<file path="src/rtl/fetch_redirect.sv">
// IF stage: owns the PC and the IF/ID register, follows the ID-stage branch decision,
// honours hazard stalls and keeps saturating debug counters for redirects and stalls.
module fetch_redirect #(
  parameter logic [31:0] RESET_PC   = 32'h0000_3000,
  parameter bit          DELAY_SLOT = 1'b0,
  parameter int          CNT_W      = 16
) (
  input  logic             clk,
  input  logic             rst,
  input  logic             brSignal,
  input  logic [15:0]      Imm,
  input  logic             stall,
  input  logic [31:0]      im_dout,
  output logic [31:0]      pc,
  output logic [31:0]      IFID_Instr,
  output logic [31:0]      IFID_PC4,
  output logic             IFID_valid,
  output logic             redirect,
  output logic [CNT_W-1:0] br_cnt,
  output logic [CNT_W-1:0] stall_cnt
);

  typedef enum logic [1:0] {
    RUN   = 2'd0,
    HOLD  = 2'd1,
    FLUSH = 2'd2
  } state_t;

  state_t      state, state_nxt;
  logic [31:0] pc_plus4;
  logic [31:0] target;
  logic        take;

  assign pc_plus4 = pc + 32'd4;
  assign target   = IFID_PC4 + {{14{Imm[15]}}, Imm, 2'b00};
  // A squashed bubble carries no real branch, so its brSignal is ignored.
  assign take     = !stall && brSignal && IFID_valid;

  always_comb begin
    // NOTE: default first so every path assigns state_nxt and no latch is inferred.
    state_nxt = RUN;
    if (stall)     state_nxt = HOLD;
    else if (take) state_nxt = FLUSH;
  end

  // NOTE: sequential state uses non-blocking assignments; reset here is synchronous, active-low.
  always_ff @(posedge clk) begin
    if (!rst) state <= RUN;
    else      state <= state_nxt;
  end

  always_ff @(posedge clk) begin
    if (!rst) begin
      pc         <= RESET_PC;
      IFID_Instr <= 32'h0;
      IFID_PC4   <= 32'h0;
      IFID_valid <= 1'b0;
      redirect   <= 1'b0;
      br_cnt     <= '0;
      stall_cnt  <= '0;
    end else if (stall) begin
      if (stall_cnt != '1) stall_cnt <= stall_cnt + CNT_W'(1);
      // The one-cycle redirect pulse must not stretch across a stall.
      if (state == FLUSH) redirect <= 1'b0;
    end else begin
      IFID_PC4 <= pc_plus4;
      if (take) begin
        pc         <= target;
        redirect   <= 1'b1;
        IFID_Instr <= DELAY_SLOT ? im_dout : 32'h0;
        IFID_valid <= DELAY_SLOT;
        if (br_cnt != '1) br_cnt <= br_cnt + CNT_W'(1);
      end else begin
        pc         <= pc_plus4;
        redirect   <= 1'b0;
        IFID_Instr <= im_dout;
        IFID_valid <= 1'b1;
      end
    end
  end

endmodule

</file>
<file path="config.mk">
export PLATFORM = sky130hd
export DESIGN_NAME = fetch_redirect
export DESIGN_NICKNAME = d
export VERILOG_FILES = /design/src/rtl/fetch_redirect.sv
export SDC_FILE = /design/constraint.sdc
export NUM_CORES = 1
export LEC_CHECK = 0
export CAP_MARGIN = 20
export CORE_AREA = 2 2 147 149
export DETAILED_ROUTE_END_ITERATION = 16
export DIE_AREA = 0 0 149 151
export PLACE_DENSITY = 0.55
export SLEW_MARGIN = 5
export SYNTH_ARGS = -nofsm -noshare
export SYNTH_HDL_FRONTEND = slang
export SYNTH_SLANG_ARGS = --single-unit
</file>
<file path="constraint.sdc">
create_clock -name clk -period 7.2 [get_ports clk]
set_clock_uncertainty 0.05 [all_clocks]
set_input_delay 1.08 -clock clk [delete_from_list [all_inputs] [get_ports clk]]
set_output_delay 1.08 -clock clk [all_outputs]
set_load 0.01 [all_outputs]
</file>
# == After elaboration in Yosys (flattened, before gate mapping) ==
# Cells that the tools add are included.
# totals
elab_cells,33
input_bits,52
ff_bits,132
# classes
eq_ne,4
bitwise,2
addsub,4
muxes,8
reduce_logical,6
# ops
op,count
two-way mux 32 bit,2
"adder 16 x 1 -> 16 bit, second input constant",2
"adder 32 x 3 -> 32 bit, second input constant",1
adder 32 bit,1
"!= test 16 bit, second input constant",2
two-way mux 1 bit,5
AND reduction 3 bit,1
"equality test 2 bit, second input constant",1
logical AND 1 bit,2
two-way mux 2 bit,1
"!= test 2 x 1 -> 1 bit, second input constant",1
inverter 1 bit,2
AND reduction 2 bit,1
OR reduction 2 bit,1
logical NOT 1 bit,1

# == Depth between registers and ports, before layout ==
# Gate-level depths: netlist (run 1).
# depth
depth_word,5
mapped_depth,10

# == Worst setup path before layout (run 1) ==
# No wires, ideal clock.
# synth_path
kind,in2reg
from,input port Imm[0]
to,register pc[26]
cell_stages,10
setup_time_ps,126
path_buffers,0
t_arrival_ps,3146
setup_slack_ps,3878
cell_sequence,ha_1 fa_1 a21o_1 a221oi_2 a21oi_2 a211oi_1 o41a_1 o21ai_1 xnor2_1 o21ai_0
# synth_between
elab_chain_cells,2
# synth_lines
element,line,source
from (decl),11,"input logic [15:0] Imm,"
adder 32 bit,35,"assign target = IFID_PC4 + {{14{Imm[15]}}, Imm, 2'b00};"
two-way mux 32 bit,67,if (take) begin
to (signal assigned),68,pc <= target;
to (signal assigned),74,pc <= pc_plus4;
to (decl),14,"output logic [31:0] pc,"
# Every way passes these cells.
# A chain may end at the register's enable or synchronous reset.

# == Final worst setup path (run 1) ==
# layout_path
from,input port Imm[15]
to,register pc[30]
# The elaborated chain is that of the path after synthesis.

==> results.md, run 1 <==
- Placement Setup Slack: 3080 ps
- Area contributors post-synth: dfxtp_1 37%, ha_1 5.7%, nor2_1 5.5%
- First-pass GRT wire length: 34400 um
- Fill cells: 2112
- Vias in the first global route: 6257
- RSZ-0062 raised after global routing: false
- Post-synthesis sequential area ratio: 0.375
- Mapped Area: 7050 um2
- R2r setup slk: 4210 ps
- Layout cells sized above 1: 0.0508
- WP data arrival: 3950 ps
- Crit. End Element: register
- Final period util: 0.514
- Post-synth top flop: dfxtp_1
- YS warnings: 0
- Synth cell count leaders: 132 x dfxtp_1, 104 x nor2_1, 83 x nand2_1
- Final setup viols: 0
- Core Footprint: 20800 um2
- Startpoint types: input pin
- Avg Inst Size Synth: 8.30 um2
- Die Span Y: 151 um
- P_leak: 3.69 nW
- Max Fclk: 270 MHz
- Crit path required time: 7440 ps
- HPWL after DPL: 15400 um
- Final ANT Viol Nets: 0
- Reg clk slew, reported paths: 60 ps
- CP max stage cell: clkdlybuf4s50_1
- R2R Path Start: pc[2]
- Hold_sp: IFID_Instr[22]
- Hold Crit Depth: 1
- Area share of the largest cell type after synthesis: 0.375
- Cells after Synth: 849
- WL per Instance: 16.7 um
- Setup ws final: 3500 ps
- Vias post-DR: 6707
- Root buffer cell: clkbuf_16
- PortBufs: 181
- CTS buffer count: 17
- Post-synth cell types: 58
- # DRC: 0
- GR Overflow Total: 0
- Cell with the most instances after synthesis: dfxtp_1
- Placer Congestion: 0.868
- Clock latency on the worst-skew pair: 420 ps
- Register bit total from synthesis: 132
- Initial antenna violation count: 0
- Area grow syn2layout: 37.6%
- Fin crit period: 3700 ps
- Setup TNS: 0 ps
- Max-slew headroom: 0.387
- Number of flops mapped to enable cells by yosys: 0
- Initial core utilization: 0.338
- Largest net degree at the start of global routing: 70
- Clock buffer depth: 2
- Reg2reg path depth: 9
- Post-synth top area cell: dfxtp_1
- H-tree levels: 4
- Outcome: complete, no violations
- Final Non-Filler Cells: 1299
- Global Route Usage Sum: 0.196
- Vias/cell: 5.16
- Crit-path max cell delay: 770 ps
- Total of max-cap violations: 0
- CTS tree: yes
- Max-slew violation count: 0
- Number of post-CTS setup repair buffers: 0
- Iter 0 DRT Violations: 411
- Worst reg2reg endpoint: pc[30]
- CP cell instances: clkdlybuf4s50_1, ha_1, nand2_1, o21ai_0, a211oi_1, o41a_1, o31ai_2, xnor2_1, o21ai_1
- Die X: 149 um
- Asr flop ratio synth: 0
- Worst slew pin tran: 916 ps
- # clock sinks: 132
- Nets: 1095
- CP max FO: 15
- Fin. Hold Viols: 0
- Post-CTS Hold Buffers: 0
- Critical path class: in2reg
- WHS Endpoint: IFID_Instr[22]
- Pre-Repair DR Iteration Count: 5
- Cell count after placement: 1265
- Syn Nets: 934
- Row Count: 53
- Die area: 22500 um2
- VDD IR max: 0.000151 V
- PwrDens: 205 nW/um2
- # IOs: 182
- Post-CTS sizing: 0
- Routed WL: 21800 um
- Hold crit path type: reg2reg
==> worst max-delay path, delay by kind of cell <==
kind | cells | cell delay (ps)
and+or+nand+nor | 1 | 70
buffers and inverters | 1 | 770
AOI/OAI and AO/OA | 5 | 1250
adders and majority gates | 1 | 630
xor gates and xnor gates | 1 | 150
==> cell families (layout without fill, tap and decap cells) <==
family / count (synthesis) / count (layout) / synth area share
xor+xnor: 83 / 83 / 0.103
simple gates: 296 / 296 / 0.194
buf+inv: 60 / 234 / 0.0332
mux: 8 / 8 / 0.0115
compound gates: 237 / 237 / 0.224
other cells: 0 / 1 / 0
flops: 132 / 132 / 0.375
fa+ha+maj: 33 / 33 / 0.0596
==> placed cells by master, fill, tap and decap left out, types with 15 or more instances in the layout <==
cell               n
a211oi_1          19
ha_1              32
nand3_1           22
nand4_1           24
o21ai_0           38
dfxtp_1          132
a21o_1            15
nand2_1           83
xor2_1            41
a21oi_1           74
nor2_1           103
xnor2_1           42
clkdlybuf4s50_1  180
a22o_1            33
clkbuf_16         17
==> layer usage <==
metal	track usage	part of all wire	vias to the layer above
met4	0.0638	0.018	0
met3	0.0593	0.075	28
met1	0.258	0.46	3083
met2	0.306	0.44	220
li1	-	-	3376
met5	0	0	-
==> layout make-up <==
| cell class | count | area (um2) | area share |
|---|---|---|---|
| repair buffers | 189 | 1890 | 0.195 |
| flip-flops and latches | 132 | 2640 | 0.272 |
| clock inverters | 12 | 154 | 0.0159 |
| clock buffers | 20 | 447 | 0.0461 |
| well taps | 275 | 344 | 0.0355 |
| diodes | 1 | 2.50 | 0.000258 |
| inverters | 13 | 48.8 | 0.00503 |
| multi-input cells | 657 | 4170 | 0.430 |
==> registers in the layout (all words and copies together), names as in the netlist <==
| name | flops |
|---|---|
| stall_cnt | 16 |
| redirect | 1 |
| pc | 32 |
| IFID_valid | 1 |
| state | 2 |
| IFID_Instr | 32 |
| br_cnt | 16 |
| IFID_PC4 | 32 |
==> through the flow <==
step | power (W) | util | hold WS [ps] | area (um2)
2_1_floorplan | 0.000969 | - | 399 | 7050
3_3_place_gp | 0.00110 | 0.436 | 410 | 9070
3_5_place_dp | 0.00110 | 0.436 | 414 | 9070
4_1_cts | 0.00201 | 0.464 | 424 | 9670
5_1_grt | 0.00208 | 0.466 | 447 | 9700
6_report | 0.00199 | 0.466 | 425 | 9700
==> worst max path at each step <==
| stage | start | end | slack, ps | depth (start not counted) |
|---|---|---|---|---|
| floorplan | Imm[0] | pc[26] | 3880 | 10 |
| global placement | Imm[15] | pc[30] | 3140 | 9 |
| detailed placement | Imm[15] | pc[31] | 3080 | 10 |
| CTS | Imm[15] | pc[31] | 3520 | 10 |
| global route | Imm[15] | pc[31] | 3270 | 10 |
| finish | Imm[15] | pc[30] | 3500 | 9 |
==> power by group <==
| part | switching, W | leakage [nW] | internal, W | total [W] |
|---|---|---|---|---|
| logic | 0.000154 | 2.33 | 0.000147 | 0.000301 |
| clock network | 0.000343 | 0.287 | 0.000555 | 0.000898 |
| registers | 0.0000293 | 1.08 | 0.000759 | 0.000788 |
No activity file was read; power rests on OpenSTA's default activity.
==> inputs of run 2 (changes only) <==
==> constraint.sdc (replaced) <==
create_clock -name clk -period 3.8 [get_ports clk]
set_clock_uncertainty 0.05 [all_clocks]
set_input_delay 0.57 -clock clk [delete_from_list [all_inputs] [get_ports clk]]
set_output_delay 0.57 -clock clk [all_outputs]
set_load 0.01 [all_outputs]
==> results.md, run 2 (same netlist as run 1, synthesis figures left out) <==
- Fin. Hold Viols: 0 (unchanged)
- Max-slew headroom: 0.417 (+0.0301)
- Startpoint types: input pin
- Nets: 1101 (+0.55%)
- Top cell family by delay on the critical path: compound AO/OA/AOI/OAI gates
- H-tree levels: 4 (unchanged)
- Crit-path max cell delay: 410 ps (-360 ps)
- Switching Fraction: 0.283 (+0.0182)
- CP max FO: 4 (-11)
- Vias/cell: 5.20 (+0.63%)
- R2r setup slk: 900 ps (-3310 ps)
- Seq pwr share: 0.412 (+0.015)
- P_leak: 3.69 nW (about the same)
- WP buf/inv: 1 (unchanged)
- PortBufs: 181 (unchanged)
- Crit. End Element: register
- Cell count after placement: 1272 (+0.55%)
- Power share of the clock group: 0.429 (-0.023)
- GR Overflow Total: 0 (unchanged)
- Fin crit period: 3140 ps
- Worst path depth: 11 (+2)
- Reg area: 2640 um2 (unchanged)
- Final period util: 0.827
- WP data arrival: 3390 ps (-560 ps)
- # DRC: 0 (unchanged)
- Global Route Usage Sum: 0.202 (+0.00662)
- Sw power: 0.00103 W (+95%)
- Die Span Y: 151 um (unchanged)
- HPWL after DPL: 15900 um (+3.2%)
- P_int: 0.00260 W (+78%)
- Max Fclk: 318 MHz
- Total power: 0.00362 W (+82%)
- Pre-Repair DR Iteration Count: 4 (-1)
- Post-CTS Hold Buffers: 0 (unchanged)
- CP max stage cell: clkdlybuf4s50_1
- Worst slew pin tran: 862 ps (-54.4 ps)
- WL per Instance: 17.0 um (+1.8%)
- Max-slew violation count: 0 (unchanged)
- Setup TNS: 0 ps (unchanged)
- Final Non-Filler Cells: 1303 (+0.31%)
- Setup ws final: 658 ps (-2840 ps)
- WHS: 430 ps (+4.63 ps)
- Clock latency on the worst-skew pair: 420 ps (about the same)
- PwrDens: 374 nW/um2 (+83%)
- Core Footprint: 20800 um2 (unchanged)
- Initial core utilization: 0.338 (unchanged)
- Reg clk slew, reported paths: 60 ps (about the same)
- Die area: 22500 um2 (unchanged)
- Final setup viols: 0 (unchanged)
- Critical path capture point: pc[26]
- Placement Setup Slack: 255 ps (-2830 ps)
- Routed WL: 22200 um (+2.1%)
- Worst Setup SP: Imm[0]
- Vias post-DR: 6770 (+0.94%)
- Die X: 149 um (unchanged)
- RSZ-0062 raised after global routing: false
- Layout cells sized above 1: 0.0574 (+0.00656)
- Commonest non-fill, non-tap cell in the layout: clkdlybuf4s50_1
- # clock sinks: 132 (unchanged)
- CTS tree: yes
- VDD IR max: 0.000302 V (+100%)
- Row Count: 53 (unchanged)
- Outcome: complete, no violations
- Worst reg2reg endpoint: pc[26]
- Comb power frac: 0.159 (+0.007)
- Area grow syn2layout: 37.4%
- Iter 0 DRT Violations: 360 (-12%)
- Biggest registers after layout: IFID_Instr (32), IFID_PC4 (32), pc (32)
- Largest net degree at the start of global routing: 70 (unchanged)
- Clock buffer depth: 2 (unchanged)
- Root buffer cell: clkbuf_16
- Reg2reg path depth: 10 (+1)
- Initial antenna violation count: 1 (+1)
- ANT cells: 0 (-1)
- Critical path class: in2reg
- # IOs: 182 (unchanged)
- Vias in the first global route: 6431 (+2.8%)
- Area occupied by multi-input gates: 4170 um2 (unchanged)
- CTS buffer count: 17 (unchanged)
- Hold crit path type: reg2reg
- R2R Path Start: IFID_PC4[2]
- Final ANT Viol Nets: 0 (unchanged)
- CP cell instances: clkdlybuf4s50_1, ha_1, fa_1, a21o_1, a221oi_2, a21oi_2, a211oi_1, o41a_1, o21ai_1, xnor2_1, o21ai_0
- Placer Congestion: 0.876 (+0.99%)
- Post-CTS sizing: 0 (unchanged)
- Total of max-cap violations: 0 (unchanged)
- First-pass GRT wire length: 35700 um (+3.7%)
- Most frequent cells in the layout: 180 x clkdlybuf4s50_1, 132 x dfxtp_1, 103 x nor2_1, 83 x nand2_1, 74 x a21oi_1
- Number of post-CTS setup repair buffers: 0 (unchanged)
- Crit path required time: 4050 ps (-3390 ps)
- Fill cells: 2078 (-1.6%)
## run 2: cell count changes in the layout (fill, tap and decap cells not counted), moves of 2 or more
cell and delta:
buf_4 +6, clkbuf_1 -2, bufinv_16 -3, inv_6 +3
## run 2: layout make-up
cell class / instances / share of cell area
Multi-Input combinational cell: 657 / 0.431
Sequential cell: 132 / 0.273
Timing Repair Buffer: 195 / 0.199
Clock buffer: 19 / 0.0468
Tap cell: 275 / 0.0355
Clock inverter: 12 / 0.00995
Inverter: 13 / 0.00504
## run 2: worst min-delay path by stage
| stage | startpoint | end | cells past startpoint |
|---|---|---|---|
| 2_1_floorplan | pc[0] | pc[0] | 2 |
| 3_3_place_gp | IFID_Instr[22] | IFID_Instr[22] | 1 |
| 3_5_place_dp | IFID_Instr[18] | IFID_Instr[18] | 1 |
| 4_1_cts | pc[0] | pc[0] | 2 |
| 5_1_grt | IFID_Instr[31] | IFID_Instr[31] | 1 |
| 6_report | IFID_Instr[23] | IFID_Instr[23] | 1 |
## run 2: per-stage QoR
step	utilization	area [um2]
floorplan	-	7050
global placement	0.439	9130
detailed placement	0.439	9130
CTS	0.465	9680
global route	0.465	9680
finish	0.465	9680
## run 2: power by group through the flow
stage / Clock [W] / Combinational (W) / Sequential [W]
after floorplan: 0 / 0.000302 / 0.00153
after global placement: 0 / 0.000576 / 0.00152
after detailed placement: 0 / 0.000576 / 0.00152
after CTS: 0.00160 / 0.000578 / 0.00149
after global routing: 0.00167 / 0.000634 / 0.00150
final: 0.00155 / 0.000576 / 0.00149
## run 2: layer usage
layer / vias to the layer above / global-route usage / share of wire
met5: - / 0 / 0
met4: 0 / 0.0633 / 0.020
met3: 29 / 0.0581 / 0.062
met2: 194 / 0.316 / 0.44
met1: 3139 / 0.270 / 0.47
li1: 3408 / - / -
